### config.mk
export PLATFORM = sky130hd
export DESIGN_NAME = multicycle_cunit
export DESIGN_NICKNAME = d
export VERILOG_FILES = /design/src/rtl/cunit_pkg.sv /design/src/rtl/cunit_decode.sv /design/src/rtl/multicycle_cunit.sv
export SDC_FILE = /design/constraint.sdc
export NUM_CORES = 1
export LEC_CHECK = 0
export CAP_MARGIN = 20
export CORE_UTILIZATION = 45
export CTS_CLUSTER_DIAMETER = 150
export DETAILED_ROUTE_END_ITERATION = 8
export DONT_BUFFER_PORTS = 1
export GPL_TIMING_DRIVEN = 0
export HOLD_SLACK_MARGIN = 0.08
export SYNTH_ARGS = -nofsm -noshare
export SYNTH_HDL_FRONTEND = slang
export SYNTH_SLANG_ARGS = --single-unit
### constraint.sdc
create_clock -name clk -period 1.7 [get_ports clk]
set_input_delay 0.17 -clock clk [delete_from_list [all_inputs] [get_ports clk]]
set_output_delay 0.17 -clock clk [all_outputs]
set_load 0.1 [all_outputs]
### src/rtl/cunit_pkg.sv
// Shared encodings for the multicycle RV32I control unit: opcodes, datapath
// control values, FSM state codes and the decoded control bundle.
package cunit_pkg;

  localparam logic [6:0] OP_R     = 7'b0110011;
  localparam logic [6:0] OP_I     = 7'b0010011;
  localparam logic [6:0] OP_L     = 7'b0000011;
  localparam logic [6:0] OP_S     = 7'b0100011;
  localparam logic [6:0] OP_B     = 7'b1100011;
  localparam logic [6:0] OP_JAL   = 7'b1101111;
  localparam logic [6:0] OP_JALR  = 7'b1100111;
  localparam logic [6:0] OP_LUI   = 7'b0110111;
  localparam logic [6:0] OP_AUIPC = 7'b0010111;

  localparam logic [2:0] IMM_I = 3'b000;
  localparam logic [2:0] IMM_S = 3'b001;
  localparam logic [2:0] IMM_U = 3'b010;
  localparam logic [2:0] IMM_B = 3'b101;
  localparam logic [2:0] IMM_J = 3'b110;

  localparam logic [1:0] WB_ALU = 2'b00;
  localparam logic [1:0] WB_MEM = 2'b01;
  localparam logic [1:0] WB_PC4 = 2'b10;

  localparam logic [4:0] BU_NONE   = 5'b00000;
  localparam logic [4:0] BU_JUMP   = 5'b10000;
  localparam logic [1:0] BU_BRANCH = 2'b01;

  localparam logic [4:0] ALU_ADD    = 5'b00000;
  localparam logic [4:0] ALU_PASS_B = 5'b01111;

  // State codes stay plain constants so older debug tooling can decode state_o
  localparam logic [2:0] S_FETCH  = 3'd0;
  localparam logic [2:0] S_DECODE = 3'd1;
  localparam logic [2:0] S_EXEC   = 3'd2;
  localparam logic [2:0] S_MEM    = 3'd3;
  localparam logic [2:0] S_WB     = 3'd4;
  localparam logic [2:0] S_TRAP   = 3'd5;

  typedef struct packed {
    logic [2:0] immSrc;
    logic       aluASrc;
    logic       aluBSrc;
    logic [4:0] aluOp;
    logic [2:0] dmCtrl;
    logic [1:0] ruDataWrSrc;
    logic [4:0] buOp;
    logic       isLoad;
    logic       isStore;
    logic       isBranch;
  } ctrl_t;

  localparam ctrl_t CTRL_IDLE = '0;

endpackage

### src/rtl/cunit_decode.sv
// Combinational instruction decoder: maps OpCode/Funct fields onto the
// datapath control bundle and flags encodings the core does not implement.
module cunit_decode
  import cunit_pkg::*;
#(
  parameter logic ENABLE_MEXT = 1'b0
) (
  input  logic [6:0] opCode_i,
  input  logic [2:0] funct3_i,
  input  logic [6:0] funct7_i,
  output ctrl_t      ctrl_o,
  output logic       legal_o
);

  logic f7Base;
  logic mext;
  logic shiftOp;

  assign f7Base  = (funct7_i == 7'b0000000) || (funct7_i == 7'b0100000);
  assign mext    = ENABLE_MEXT && (funct7_i == 7'b0000001);
  assign shiftOp = (funct3_i == 3'b001) || (funct3_i == 3'b101);

  always_comb begin
    ctrl_o  = CTRL_IDLE;
    legal_o = 1'b0;
    case (opCode_i)
      OP_R: begin
        legal_o      = f7Base || mext;
        ctrl_o.aluOp = {mext, funct7_i[5], funct3_i};
      end
      OP_I: begin
        // Only SRAI/SRLI use Funct7[5]; for other I-ops those bits are immediate
        legal_o        = !shiftOp || f7Base;
        ctrl_o.aluBSrc = 1'b1;
        ctrl_o.aluOp   = {1'b0, (funct3_i == 3'b101) && funct7_i[5], funct3_i};
      end
      OP_L: begin
        legal_o            = 1'b1;
        ctrl_o.aluBSrc     = 1'b1;
        ctrl_o.dmCtrl      = funct3_i;
        ctrl_o.ruDataWrSrc = WB_MEM;
        ctrl_o.isLoad      = 1'b1;
      end
      OP_S: begin
        legal_o        = 1'b1;
        ctrl_o.immSrc  = IMM_S;
        ctrl_o.aluBSrc = 1'b1;
        ctrl_o.dmCtrl  = funct3_i;
        ctrl_o.isStore = 1'b1;
      end
      OP_B: begin
        legal_o         = 1'b1;
        ctrl_o.immSrc   = IMM_B;
        ctrl_o.aluASrc  = 1'b1;
        ctrl_o.aluBSrc  = 1'b1;
        ctrl_o.buOp     = {BU_BRANCH, funct3_i};
        ctrl_o.isBranch = 1'b1;
      end
      OP_JAL: begin
        legal_o            = 1'b1;
        ctrl_o.immSrc      = IMM_J;
        ctrl_o.aluASrc     = 1'b1;
        ctrl_o.aluBSrc     = 1'b1;
        ctrl_o.ruDataWrSrc = WB_PC4;
        ctrl_o.buOp        = BU_JUMP;
      end
      OP_JALR: begin
        legal_o            = 1'b1;
        ctrl_o.immSrc      = IMM_I;
        ctrl_o.aluBSrc     = 1'b1;
        ctrl_o.ruDataWrSrc = WB_PC4;
        ctrl_o.buOp        = BU_JUMP;
      end
      OP_LUI: begin
        legal_o        = 1'b1;
        ctrl_o.immSrc  = IMM_U;
        ctrl_o.aluBSrc = 1'b1;
        ctrl_o.aluOp   = ALU_PASS_B;
      end
      OP_AUIPC: begin
        legal_o        = 1'b1;
        ctrl_o.immSrc  = IMM_U;
        ctrl_o.aluASrc = 1'b1;
        ctrl_o.aluBSrc = 1'b1;
        ctrl_o.aluOp   = ALU_ADD;
      end
      default: begin
        legal_o = 1'b0;
      end
    endcase
  end

endmodule

### src/rtl/multicycle_cunit.sv
// Multicycle RV32I control unit: sequences FETCH/DECODE/EXEC/MEM/WB, issues
// memory handshakes and write strobes, traps illegal encodings, counts retires.
module multicycle_cunit
  import cunit_pkg::*;
#(
  parameter logic MEM_HANDSHAKE = 1'b1,
  parameter logic ENABLE_MEXT   = 1'b0,
  parameter int   CNT_W         = 32
) (
  input  logic             clk,
  input  logic             rst,
  input  logic [6:0]       OpCode,
  input  logic [2:0]       Funct3,
  input  logic [6:0]       Funct7,
  input  logic             mem_ready,
  output logic             IMemReq,
  output logic             DMemReq,
  output logic             IRWr,
  output logic             PCWr,
  output logic [2:0]       ImmSrc,
  output logic             ALUASrc,
  output logic             ALUBSrc,
  output logic [4:0]       ALUOp,
  output logic             DMWr,
  output logic [2:0]       DMCtrl,
  output logic [1:0]       RUDatawrSrc,
  output logic             RuWr,
  output logic [4:0]       BUOp,
  output logic             Illegal,
  output logic [CNT_W-1:0] instret,
  output logic [2:0]       state_o
);

  logic [2:0]       state_q, state_d;
  logic [CNT_W-1:0] instret_q;
  ctrl_t            dec;
  ctrl_t            ctrlOut;
  logic             legal;
  logic             memDone;
  logic             ctrlActive;

  cunit_decode #(
    .ENABLE_MEXT(ENABLE_MEXT)
  ) u_decode (
    .opCode_i (OpCode),
    .funct3_i (Funct3),
    .funct7_i (Funct7),
    .ctrl_o   (dec),
    .legal_o  (legal)
  );

  assign memDone = MEM_HANDSHAKE ? mem_ready : 1'b1;

  // Next state and strobes; reset masks every strobe so nothing commits in that cycle
  always_comb begin
    state_d = state_q;
    IMemReq = 1'b0;
    DMemReq = 1'b0;
    IRWr    = 1'b0;
    PCWr    = 1'b0;
    RuWr    = 1'b0;
    DMWr    = 1'b0;
    case (state_q)
      S_FETCH: begin
        IMemReq = 1'b1;
        if (memDone) begin
          IRWr    = 1'b1;
          state_d = S_DECODE;
        end
      end
      S_DECODE: state_d = legal ? S_EXEC : S_TRAP;
      S_EXEC: begin
        if (dec.isBranch) begin
          PCWr    = 1'b1;
          state_d = S_FETCH;
        end else if (dec.isLoad || dec.isStore) begin
          state_d = S_MEM;
        end else begin
          state_d = S_WB;
        end
      end
      S_MEM: begin
        DMemReq = 1'b1;
        DMWr    = dec.isStore;
        if (memDone) begin
          if (dec.isStore) begin
            PCWr    = 1'b1;
            state_d = S_FETCH;
          end else begin
            state_d = S_WB;
          end
        end
      end
      S_WB: begin
        RuWr    = 1'b1;
        PCWr    = 1'b1;
        state_d = S_FETCH;
      end
      S_TRAP:  state_d = S_TRAP;
      default: state_d = S_FETCH;
    endcase
    if (rst) begin
      state_d = S_FETCH;
      IMemReq = 1'b0;
      DMemReq = 1'b0;
      IRWr    = 1'b0;
      PCWr    = 1'b0;
      RuWr    = 1'b0;
      DMWr    = 1'b0;
    end
  end

  always_ff @(posedge clk) begin
    if (rst) begin
      state_q   <= S_FETCH;
      instret_q <= '0;
    end else begin
      state_q <= state_d;
      if (PCWr) begin
        instret_q <= instret_q + CNT_W'(1);
      end
    end
  end

  assign ctrlActive = !rst && (state_q == S_DECODE || state_q == S_EXEC ||
                               state_q == S_MEM || state_q == S_WB);
  assign ctrlOut    = ctrlActive ? dec : CTRL_IDLE;

  assign ImmSrc      = ctrlOut.immSrc;
  assign ALUASrc     = ctrlOut.aluASrc;
  assign ALUBSrc     = ctrlOut.aluBSrc;
  assign ALUOp       = ctrlOut.aluOp;
  assign DMCtrl      = ctrlOut.dmCtrl;
  assign RUDatawrSrc = ctrlOut.ruDataWrSrc;
  assign BUOp        = ctrlOut.buOp;
  assign Illegal     = !rst && (state_q == S_TRAP);
  assign instret     = instret_q;
  assign state_o     = state_q;

endmodule

=== Word level (Yosys, flattened, before mapping) ===
Index checks and enable logic that the tools add are counted.

* Add/subtract/negate cells: 1
* Equality and inequality tests: 19
* Muxes and demuxes: 35
* Reduce and logical (&&, ||, !) cells: 21

{| class="wikitable"
|+ Operators with widths
! operator !! count
|-
| $add 32x1->32 const B || 1
|-
| $eq 7x6->1 const B || 4
|-
| $mux 23 || 1
|-
| $eq 7x7->1 const B || 3
|-
| $mux 3 || 7
|-
| $mux 1 || 20
|-
| $pmux 3 s5 || 1
|-
| $eq 7x5->1 const B || 2
|-
| $pmux 3 s4 || 1
|-
| $pmux 4 s3 || 1
|-
| $pmux 5 s2 || 1
|-
| $eq 3x3->1 const B || 3
|-
| $reduce_or 8->1 || 1
|-
| $eq 7x2->1 const B || 1
|-
| $logic_not 7->1 || 1
|-
| $logic_or 1x1->1 || 7
|-
| $reduce_or 7->1 || 1
|-
| $eq 3x1->1 const B || 2
|-
| $eq 3x2->1 const B || 2
|-
| $pmux 1 s3 || 2
|-
| $reduce_or 2->1 || 3
|-
| $ne 2x2->1 const B || 2
|-
| $pmux 2 s2 || 1
|-
| $logic_and 1x1->1 || 3
|-
| 4 further kinds || 5
|}

* Register bits after elaboration: 35
* Input port bits: 20
* Word-level logic and storage cells: 78

=== Logic depth before layout (Yosys ltp) ===
* Depth after elaboration: 7
* Mapped depth: 9

=== Hierarchy ===
A second synthesis with hierarchy kept.

* Cell total of the unflattened synthesis: 309
* Area, all modules: 2511.2 µm²

{| class="wikitable"
|+ By module, submodules not included
! module !! times used !! cells an instance !! area each (µm²) !! seq. area each (µm²)
|-
| multicycle_cunit || 1 || 253 || 2173.3 || 700.7
|-
| cunit_decode || 1 || 56 || 337.8 || 0.0
|}

=== Least setup slack after synthesis ===
No wires, ideal clock.

* Kind: flip-flop to output port
* Start: reg state_q[0] (netlist: state_o[0])
* End: out IRWr
* Arrival: 4.964 ns
* Path slack: -3.434 ns
* Stages on the path, launching flop included: 4
* Path through: dfxtp_1 > clkbuf_1 > nor4_1 > and2_1

* Word-level cells in the longest chain between the ends: 3

{| class="wikitable"
|+ RTL lines
! element !! RTL line !! RTL
|-
| start: declaration || multicycle_cunit.sv:34 || <nowiki>logic [2:0] state_q, state_d;</nowiki>
|-
| start signal: assignment || multicycle_cunit.sv:118 || <nowiki>state_q <= state_d;</nowiki>
|-
| $logic_not 3->1 || multicycle_cunit.sv:63 || <nowiki>case (state_q)</nowiki>
|-
| $mux 1 || multicycle_cunit.sv:63 ||
|-
| $mux 1 || multicycle_cunit.sv:102 || <nowiki>if (rst) begin</nowiki>
|-
| end: declaration || multicycle_cunit.sv:18 || <nowiki>output logic IRWr,</nowiki>
|}

No other way between the ends.

=== Final worst setup path ===
* Start: reg state_q[0] (netlist: state_o[0])
* End: out BUOp[1]

* Word-level cells in the longest chain between the ends: 6
* Elaborated cells on any way between the ends: 9

{| class="wikitable"
|+ RTL lines
! element !! RTL line !! RTL
|-
| $eq 3x1->1 or $eq 3x2->1 (tied branches) || multicycle_cunit.sv:125 || <nowiki>assign ctrlActive = !rst && (state_q == S_DECODE || state_q == S_EXEC ||</nowiki>
|-
| $logic_or 1x1->1 (2 in series) || multicycle_cunit.sv:125 ||
|-
| $logic_or 1x1->1 (*) || multicycle_cunit.sv:126 || <nowiki>state_q == S_MEM || state_q == S_WB);</nowiki>
|-
| $logic_and 1x1->1 (*) || multicycle_cunit.sv:125 ||
|-
| $mux 23 (*) || multicycle_cunit.sv:127 || <nowiki>assign ctrlOut = ctrlActive ? dec : CTRL_IDLE;</nowiki>
|-
| end: declaration || multicycle_cunit.sv:28 || <nowiki>output logic [4:0] BUOp,</nowiki>
|}

Every way passes the cells marked *; elsewhere a longest branch is shown, timed or not.

==> flow_summary.ini <==
[critical_path]
timing.rr.end = instret[30]
worstSetupPathType = flip-flop to output port
reg2reg_slack_ns = -1.07
startpoint_type = flip-flop
cp.arrival_ns = 2.73
cp_max_fo = 5
crit_required_ns = 1.53
r2r-start = state_o[1]
critPathLaunch = state_o[0]
endpoint_kind = output port
reg2regPathDepth = 11

[status]
outcome = finished with violations
violations = negative setup slack

[clock_network]
cts_root_buf = clkbuf_8
cts-buffers-inserted = 5
htreeDepth = 2
ctsHoldBuffers = 0
insertion_delay_ns = 0.29
path_clk_slew_ns = 0.07
cts_tree = built
cts_buffer_depth = 2
cts.sinks = 35

[synthesis]
syn_avg_cell_area_um2 = 7.44
synth_compound_gate_area_share = 0.227
yosysUniqueCellTypes = 53
synth_top_family_by_area = simple AND/OR/NAND/NOR gates
netlist_area_um2 = 2220
synth-main-ff-cell = dfxtp_1
synth_seq_area_share = 0.315
synthMuxAreaShare = 0.00900
yosysTopAreaCell = dfxtp_1
syn_inst = 299
async_flop_share = 0
synth_fa_ha_area_frac = 0.0101
synth_top_area_share = 0.315
yosys.area_share.simple = 0.363
ys_warn_count = 0
syn-num-nets = 320
yosys_register_bits = 35
synth_edf_count = 0
synth_area_leaders = dfxtp_1 32%, a21oi_1 7.7%, nand2_1 5.1%
synth_xor_area_frac = 0.0158

[finish]
final_util = 0.708
final_layout_size_suffix_gt1_frac = 0.468
fillers = 357
regArea_um2 = 756
layout_common_cells = 29 x nand2_1, 26 x dfxtp_2, 17 x a21oi_1, 16 x nor2_1
area_delta_synth_final_pct = 50.5
multi_input_area_um2 = 1890
n_antenna_cell = 0
final_cells = 407
fin_nets = 360
final_common_cell = nand2_1

[placed_design]
place_inst = 368
dpl.hpwl_um = 4740
port_buffers = 0
preCtsSetupSlack_ns = -1.22
place.gp.congestion = 0.740

[floorplanning]
dieArea_um2 = 5230
chipHeight_um = 72.3
rows = 25
io_pins = 82
coreArea_um2 = 4720
start_util = 0.471
die_w_um = 72.3

[hold_path]
holdPathStages = 2
worstHoldPathType = input port to flip-flop
min_to = state_o[0]
holdCritStartpoint = mem_ready

[drt]
wl_per_cell_um = 19.2
drc = 0
wirelength_um = 7800
drt_iter0_markers = 164
viasPerCell = 6.28
first_pass_iters = 4
ant_nets = 0
num_vias = 2557

[power_and_ir_drop]
power_uw = 1800
powerDensity_nw_per_um2 = 538
ir_drop_mv = 0.484
leakage_uw = 0.00104

[sta]
max_slew_margin = 0.265
max_freq_mhz = 344
whs_ns = 0.133
finalHoldViolCount = 0
rsz0062_at_grt = true
period_needed_ns = 2.90
slew_viol_final = 0
fin_ws_ns = -1.20
max_slew.worst_pin.slew_ns = 1.10
setup_viol = 61
clock-skew-final_ns = 0.0131
timing.final.crit_share = 1.71

[global_route]
grt_max_degree = 12
gr-total-overflow = 0
grt_pass1_wl_um = 11500
grt_usage = 0.285
first_global_vias = 2232
antenna_found_initial = 0

[job]
max_cap_violations = 0
==> Yosys cell counts, types with 2 or more instances <==
| cell type | instances |
|---|---|
| mux2i_1 | 2 |
| and2_1 | 6 |
| o311ai_0 | 2 |
| or4_1 | 10 |
| buf_4 | 3 |
| nor4_1 | 2 |
| o41ai_1 | 2 |
| o31ai_1 | 9 |
| inv_1 | 10 |
| and3_1 | 10 |
| buf_2 | 6 |
| nand3_1 | 14 |
| nor2_1 | 19 |
| or3_1 | 16 |
| o21a_1 | 2 |
| o21ai_0 | 21 |
| xnor2_1 | 3 |
| clkbuf_1 | 6 |
| nand2_1 | 30 |
| a21oi_1 | 34 |
| and3b_1 | 2 |
| a21o_1 | 2 |
| nor3_1 | 12 |
| dfxtp_1 | 35 |
| nand4_1 | 9 |
| nor3_2 | 2 |
| nor2b_1 | 4 |
==> flip-flops by register name, summed over array words and instances, names as in the netlist <==
signal,count
instret,32
state_o,3
==> per-stage QoR <==
step	TNS [ns]	area [µm²]
after detailed placement	-38.67	2570
after floorplan	-27.75	2440
final	-45.43	3350
after CTS	-39.80	3010
after global placement	-40.88	2520
after global routing	-48.70	3350
==> how the worst max path moves through the flow <==
stage / to / depth (start not counted)
6_report: BUOp[1] / 6
5_1_grt: BUOp[1] / 6
4_1_cts: BUOp[2] / 6
3_5_place_dp: PCWr / 7
3_3_place_gp: PCWr / 7
2_1_floorplan: BUOp[0] / 6
==> layout make-up <==
type                    instances  area share
plain buffers                  17      0.0464
clock buffers                   6      0.0217
clock inverters                 2     0.00337
inverters                      10      0.0135
multi-input cells             239       0.565
flip-flops and latches         35       0.226
well taps                      67      0.0251
repair buffers                 31      0.0987
==> critical path: stages (launching register included) <==
cell and delay (ns):
dfxtp_4 0.57, clkbuf_16 0.21, nor2_4 0.03, xnor2_2 0.17, nand2_4 0.09, nor3_4 0.89, and2_4 0.49
==> metal layers <==
layer | wire, µm | global-route usage | vias up | share of wire
li1 | - | - | 1201 | -
met1 | 3090 | 0.396 | 1207 | 0.40
met2 | 3720 | 0.440 | 137 | 0.48
met3 | 870 | 0.0764 | 12 | 0.11
met4 | 124 | 0.0719 | 0 | 0.016
met5 | 0 | 0 | - | 0
==> logic make-up (layout without fill, tap and decap cells) <==
group | count (synthesis) | after routing
fa+ha+maj | 2 | 2
xor+xnor | 4 | 4
flops | 35 | 35
mux | 2 | 2
simple gates | 145 | 145
other cells | 1 | 1
compound gates | 83 | 85
buf+inv | 27 | 66
==> repair_timing <==
item,4_1_cts,5_1_grt
resized for setup,49,64
endpoints found under the setup margin,58,61
cloned,3,1
pin swaps,20,41
setup buffers,15,15
==> where the power goes <==
group | internal (µW) | switching (µW)
clock network | 288 | 322
logic | 130 | 198
registers | 817 | 43.6
total | 1230 | 564
Note: power is estimated with default switching activity, not from simulation.
